### config.mk
export PLATFORM = sky130hd
export DESIGN_NAME = mask_compress_expand_stream
export DESIGN_NICKNAME = d
export VERILOG_FILES = /design/src/rtl/mask_compress_expand_stream.sv
export SDC_FILE = /design/constraint.sdc
export NUM_CORES = 2
export LEC_CHECK = 0
export BUFFER_PORTS_ARGS = -buffer_cell sky130_fd_sc_hd__buf_4
export CAP_MARGIN = 20
export CORE_AREA = 5 5 605 607
export CTS_CLUSTER_SIZE = 30
export DETAILED_ROUTE_END_ITERATION = 8
export DIE_AREA = 0 0 610 612
export SYNTH_ARGS = -nofsm -noshare
export SYNTH_HDL_FRONTEND = slang
export SYNTH_SLANG_ARGS = --single-unit
### constraint.sdc
create_clock -name clock -period 2.5 [get_ports clock]
set_input_delay 0.125 -clock clock [delete_from_list [all_inputs] [get_ports clock]]
set_output_delay 0.125 -clock clock [all_outputs]
set_load 0.02 [all_outputs]
### src/rtl/mask_compress_expand_stream.sv
// mask_compress_expand_stream
//
// Two-stage streaming mask compress / expand unit.
//   compress (mode=0): the elements of datain_a selected by maskin are packed
//     into the low output lanes in ascending order; the remaining upper lanes
//     carry datain_src.
//   expand   (mode=1): the low elements of datain_a are scattered, in order,
//     into the lanes whose mask bit is set; clear lanes carry datain_src.
//
// Stage 1 registers the input vectors together with a per-lane source index
// and a lane-active flag. Stage 2 performs the lane muxing and registers
// dataout / ocount. Each stage advances when the stage after it is empty or
// is itself advancing, so a full pipeline keeps one vector per cycle moving.
//
// Build option:
//   MASK_COMPRESS_EXPAND_EN  defined   -> mode selects compress or expand.
//                            undefined -> mode is ignored, compress only,
//                                         expand lane mapping not built.
//
// Ports:
//   clock       in   rising-edge clock
//   resetn      in   asynchronous active-low reset
//   ivalid      in   upstream vector valid
//   oready      out  a vector can be accepted this cycle
//   ovalid      out  dataout / ocount valid
//   iready      in   downstream accepts the output this cycle
//   mode        in   0 = compress, 1 = expand (sampled with ivalid)
//   maskin      in   element select, bit i for element i
//   datain_src  in   pass-through elements, element i at [i*DW +: DW]
//   datain_a    in   source elements, same packing
//   dataout     out  result vector, same packing
//   ocount      out  popcount of the mask belonging to the output vector

module mask_compress_expand_stream #(
  parameter int VECTOR_SIZE = 8,
  parameter int DATA_WIDTH  = 64
) (
  input  logic                                clock,
  input  logic                                resetn,
  input  logic                                ivalid,
  output logic                                oready,
  output logic                                ovalid,
  input  logic                                iready,
  input  logic                                mode,
  input  logic [VECTOR_SIZE-1:0]              maskin,
  input  logic [VECTOR_SIZE*DATA_WIDTH-1:0]   datain_src,
  input  logic [VECTOR_SIZE*DATA_WIDTH-1:0]   datain_a,
  output logic [VECTOR_SIZE*DATA_WIDTH-1:0]   dataout,
  output logic [$clog2(VECTOR_SIZE+1)-1:0]    ocount
);

  localparam int VS = VECTOR_SIZE;
  localparam int DW = DATA_WIDTH;
  localparam int IW = $clog2(VS);
  localparam int CW = $clog2(VS + 1);
  localparam int VW = VS * DW;

  // ------------------------------------------------------------------
  // Mask ranks: rank[i] = number of set mask bits strictly below bit i.
  // ------------------------------------------------------------------
  logic [CW-1:0] rank [VS];
  logic [CW-1:0] pop_count;

  always_comb begin
    logic [CW-1:0] acc;
    acc = '0;
    for (int i = 0; i < VS; i++) begin
      rank[i] = acc;
      acc     = acc + CW'(maskin[i]);
    end
    pop_count = acc;
  end

  // ------------------------------------------------------------------
  // Compress mapping: output lane j takes the element whose mask bit is
  // set and whose rank equals j. At most one bit can match per lane.
  // ------------------------------------------------------------------
  logic [VS*IW-1:0] cmp_sel;
  logic [VS-1:0]    cmp_act;

  genvar gi;
  generate
    for (gi = 0; gi < VS; gi++) begin : g_cmp
      logic [IW-1:0] sel;
      logic          act;

      always_comb begin
        sel = '0;
        act = 1'b0;
        for (int i = 0; i < VS; i++) begin
          if (maskin[i] && (rank[i] == CW'(gi))) begin
            sel = IW'(i);
            act = 1'b1;
          end
        end
      end

      assign cmp_sel[gi*IW +: IW] = sel;
      assign cmp_act[gi]          = act;
    end
  endgenerate

  // ------------------------------------------------------------------
  // Lane mapping chosen for this vector.
  // ------------------------------------------------------------------
  logic [VS*IW-1:0] lane_sel;
  logic [VS-1:0]    lane_act;

`ifdef MASK_COMPRESS_EXPAND_EN
  // Expand mapping: a set lane i takes element rank[i]; rank[i] < VS for
  // every lane, so the low IW bits hold it exactly.
  logic [VS*IW-1:0] exp_sel;

  generate
    for (gi = 0; gi < VS; gi++) begin : g_exp
      assign exp_sel[gi*IW +: IW] = rank[gi][IW-1:0];
    end
  endgenerate

  assign lane_sel = mode ? exp_sel : cmp_sel;
  assign lane_act = mode ? maskin  : cmp_act;
`else
  logic unused_mode;

  assign unused_mode = mode;
  assign lane_sel    = cmp_sel;
  assign lane_act    = cmp_act;
`endif

  // ------------------------------------------------------------------
  // Handshake: a stage advances when its successor is empty or advancing.
  // ------------------------------------------------------------------
  logic s1_valid_reg;
  logic ovalid_reg;
  logic s1_adv;
  logic s2_adv;
  logic in_fire;

  assign s2_adv  = !ovalid_reg || iready;
  assign s1_adv  = !s1_valid_reg || s2_adv;
  assign oready  = s1_adv;
  assign in_fire = ivalid && s1_adv;

  // ------------------------------------------------------------------
  // Stage 1: input vectors plus lane mapping.
  // ------------------------------------------------------------------
  logic [VW-1:0]    s1_src_reg;
  logic [VW-1:0]    s1_a_reg;
  logic [VS*IW-1:0] s1_sel_reg;
  logic [VS-1:0]    s1_act_reg;
  logic [CW-1:0]    s1_cnt_reg;

  always_ff @(posedge clock or negedge resetn) begin
    if (!resetn) begin
      s1_valid_reg <= 1'b0;
      s1_src_reg   <= '0;
      s1_a_reg     <= '0;
      s1_sel_reg   <= '0;
      s1_act_reg   <= '0;
      s1_cnt_reg   <= '0;
    end else begin
      if (s1_adv) begin
        s1_valid_reg <= ivalid;
      end
      // Payload only moves on a real transfer so idle inputs leave no trace.
      if (in_fire) begin
        s1_src_reg <= datain_src;
        s1_a_reg   <= datain_a;
        s1_sel_reg <= lane_sel;
        s1_act_reg <= lane_act;
        s1_cnt_reg <= pop_count;
      end
    end
  end

  // ------------------------------------------------------------------
  // Stage 2: lane muxing and output registers.
  // ------------------------------------------------------------------
  logic [VW-1:0] dataout_next;
  logic [VW-1:0] dataout_reg;
  logic [CW-1:0] ocount_reg;

  generate
    for (gi = 0; gi < VS; gi++) begin : g_out
      logic [IW-1:0] sel;

      assign sel = s1_sel_reg[gi*IW +: IW];
      assign dataout_next[gi*DW +: DW] = s1_act_reg[gi] ? s1_a_reg[int'(sel)*DW +: DW]
                                                        : s1_src_reg[gi*DW +: DW];
    end
  endgenerate

  always_ff @(posedge clock or negedge resetn) begin
    if (!resetn) begin
      ovalid_reg  <= 1'b0;
      dataout_reg <= '0;
      ocount_reg  <= '0;
    end else begin
      if (s2_adv) begin
        ovalid_reg <= s1_valid_reg;
      end
      // Output registers only change when a new vector moves in, which keeps
      // them stable while the downstream stalls.
      if (s2_adv && s1_valid_reg) begin
        dataout_reg <= dataout_next;
        ocount_reg  <= s1_cnt_reg;
      end
    end
  end

  assign ovalid  = ovalid_reg;
  assign dataout = dataout_reg;
  assign ocount  = ocount_reg;

endmodule

==> flow_metrics.tcl <==
set metrics [dict create \
    post_cts_buffers 0 \
    powerDensity_nw_per_um2 945 \
    final_nets 13700 \
    crit_chain "buf_12 > buf_4 > mux4_2 > mux2i_2 > nand2_1 > o21ai_0 > o21ai_0" \
    synthCells 9233 \
    netlist_area_um2 92900 \
    post-route-period-util_pct 98.6 \
    drcViolationCount 1 \
    r2r_cells 7 \
    cts_tree "done" \
    power_switching_mw 54.8 \
    regToRegStartpoint "s1_sel_reg[12]" \
    regArea_um2 39600 \
    cts_root_buffer "clkbuf_16" \
    hp-start "datain_a[289]" \
    whs_endpoint "s1_a_reg[289]" \
    ys_seq_elements 1578 \
    die_area_um2 373000 \
    ir_worst_vdd_mv 0.543 \
    ant_nets 0 \
    final_cell_mix "4,126 x nand2_1, 1,974 x buf_4, 1,821 x dlygate4sd3_1" \
    clkTransAtPathRegs_ns 0.06 \
    comb_power_share_pct 48.8 \
    synth_edf_count 0 \
    cts_made_buffers 182 \
    synth_top_area_share_pct 42.5 \
    grt_overflow 0 \
    critPathCaptureType "register" \
    arrival_ns 3.19 \
    die-width_um 610 \
    final_max_slew_viol_count 0 \
    power.internal_mw 76.3 \
    yosys_most_used_dff "dfrtp_1" \
    pre_cts_slack_ns -0.727 \
    cpPeakStageDelay_ns 0.52 \
    worst_clock_skew_ns 0.0837 \
    crit_path_top_delay_cell "mux4_2" \
    setup_slack_ns 0.0348 \
    fin_total_pwr_mw 131 \
    core-area_um2 361000 \
    status "complete, but fails checks" \
    start_util_pct 25.8 \
    grt_pass1_vias 96600 \
    hpwlAfterDp_mm 353 \
    worst_slew_pin_slew_ns 0.926 \
    swShare_pct 41.8 \
    drt_iter0_drc 13100 \
    fmax_mhz 406 \
    worst_hold_path_type "primary input to register" \
    yosys_warnings 0 \
    synthTopCellsByArea "dfrtp_1 42%, mux4_2 25%, nand2_1 17%, o21ai_0 5.6%, mux2i_1 5.5%" \
    multi_input_area_um2 50600 \
    cp_top_family "multiplexers" \
    vias_per_cell 5.42 \
    cp-start-kind "register" \
    drive_gt1_share_pct 27.7 \
    grt_start_max_net_pins 110 \
    cap_violations 0 \
    violations "DRC" \
    ioPinCount 1555 \
    p_clk_share_pct 21.7 \
    cts_max_level 4 \
    first_pass_iters 9 \
    slew_headroom_pct 37.6 \
    fin_hold_ws_ns 0.0821 \
    synth_nets 10300 \
    fin_crit_ns 2.47 \
    seqPwrFrac_pct 29.5 \
    r2r_slack_ns 0.03 \
    holdPathStages 4 \
    fill_cells 34100 \
    portBuffers 1553 \
    grt_pass1_wl_mm 699 \
    antenna_found_initial 84 \
    cts_max_path_buffers 4 \
    clk_latency_ns 0.89 \
    clkSinkCount 1578 \
    cpMostUsedCell "o21ai_0" \
    rsz0062_at_grt "no" \
    async_reset_ff_share_pct 100 \
    syn_to_final_growth_pct 49.3 \
    synth_cell_types 64 \
    hold_viol 0 \
    gp_congestion 0.926 \
    wl_mm 493 \
    crit_type "register to register" \
    required_ns 3.23 \
    dieHeight_um 612 \
    avgSynthCellArea_um2 10.1 \
    crit_fanout 17 \
    r2r_end "dataout[300]" \
    synth_top_area_cell "dfrtp_1" \
    yosysSeqAreaShare_pct 42.5 \
    p_leak_nw 63.5 \
    vias 95600 \
    grt_usage_pct 25.4 \
    final_common_cell "nand2_1" \
    placementRows 221 \
    final-setup-viol-count 0 \
    fin_util_pct 38.5 \
    path_buf_inv 2 \
    wl_per_cell_um 27.9 \
]
## power groups by stage
stage               clock network [mW]  logic, mW  registers [mW]
floorplan                            0       29.1            40.1
global placement                     0       59.5            38.4
detailed placement                   0       60.1            38.6
CTS                               28.7       62.8            38.2
global route                      29.7       67.1            39.1
finish                            28.4       64.0            38.7
## worst register-to-register path, stage by stage, from the launching register on
cell     delay, ns
dfrtp_4       0.45
buf_12        0.21
buf_4         0.31
mux4_2        0.52
mux2i_2       0.28
nand2_1       0.12
o21ai_0       0.26
o21ai_0       0.16
## how the worst max path moves through the flow
stage / endpoint / start / slack [ns] / cells past startpoint
2_1_floorplan: s1_sel_reg[5] / maskin[2] / -0.44 / 10
3_3_place_gp: s1_act_reg[0] / maskin[2] / -0.71 / 11
3_5_place_dp: s1_act_reg[4] / maskin[2] / -0.73 / 11
4_1_cts: dataout[142] / s1_sel_reg[6] / 0.004 / 7
5_1_grt: dataout[44] / s1_sel_reg[0] / 0.003 / 7
6_report: dataout[300] / s1_sel_reg[12] / 0.03 / 7
## cell usage after synthesis, types with 2 or more instances
cell type / instances
buf_6: 2
and2_1: 3
mux2i_1: 513
mux4_2: 1024
mux2_2: 4
o21ai_0: 1038
o22ai_1: 4
nor2b_1: 4
xnor2_2: 3
nand2b_1: 18
nand2_1: 4130
nand3_1: 6
xor2_1: 2
a31oi_1: 4
buf_1: 102
clkbuf_1: 515
nor3_1: 13
xnor2_1: 4
o21a_1: 6
inv_1: 5
nor2_2: 4
dfrtp_1: 1578
a21oi_1: 10
a21o_1: 5
a32oi_1: 2
o22a_1: 5
o2111ai_1: 3
nand3b_1: 2
or2_2: 2
or2_1: 3
ha_1: 15
a41oi_1: 2
o211ai_1: 4
or3_1: 2
buf_2: 131
nor2_1: 26
o32a_1: 12
## routing by layer
layer  global-route usage, %  wire length, µm
met5                   0.491              382
met4                    18.5            43900
met3                    8.14            55800
met2                    38.8           219000
met1                    29.9           174000
## cell type report
| cell class | instances | area share, % |
|---|---|---|
| timing repair buffer | 3952 | 26.1 |
| clock inverter | 74 | 0.633 |
| multi-input combinational | 6899 | 36.5 |
| antenna | 78 | 0.141 |
| tap | 4794 | 4.32 |
| clock buffer | 255 | 3.81 |
| sequential | 1578 | 28.5 |
| inverter | 5 | 0.0135 |
## metrics by stage
stage	TNS, ns	cell area [µm²]	instances
2_1_floorplan	-11.24	93100	9233
3_3_place_gp	-21.89	114000	15400
3_5_place_dp	-22.28	114000	15400
4_1_cts	0	138000	17600
5_1_grt	0	139000	17600
6_report	0	139000	17600
## cells by family (layout without fill, tap and decap cells)
| group | after synthesis | in the layout | synth area share [%] |
|---|---|---|---|
| other cells | 0 | 78 | 0 |
| mux | 1541 | 1541 | 30.4 |
| simple gates | 4221 | 4221 | 17.2 |
| buf+inv | 756 | 4286 | 3.25 |
| flops | 1578 | 1578 | 42.5 |
| compound gates | 1109 | 1109 | 6.25 |
| fa+ha+maj | 17 | 17 | 0.236 |
| xor+xnor | 11 | 11 | 0.160 |
## what timing repair did
action,CTS,global route
resized for setup,2,18
endpoints found under the setup margin,2,21
hold endpoints to repair,2645,0
hold buffers,1823,0
(Power assumes the default switching activity.)
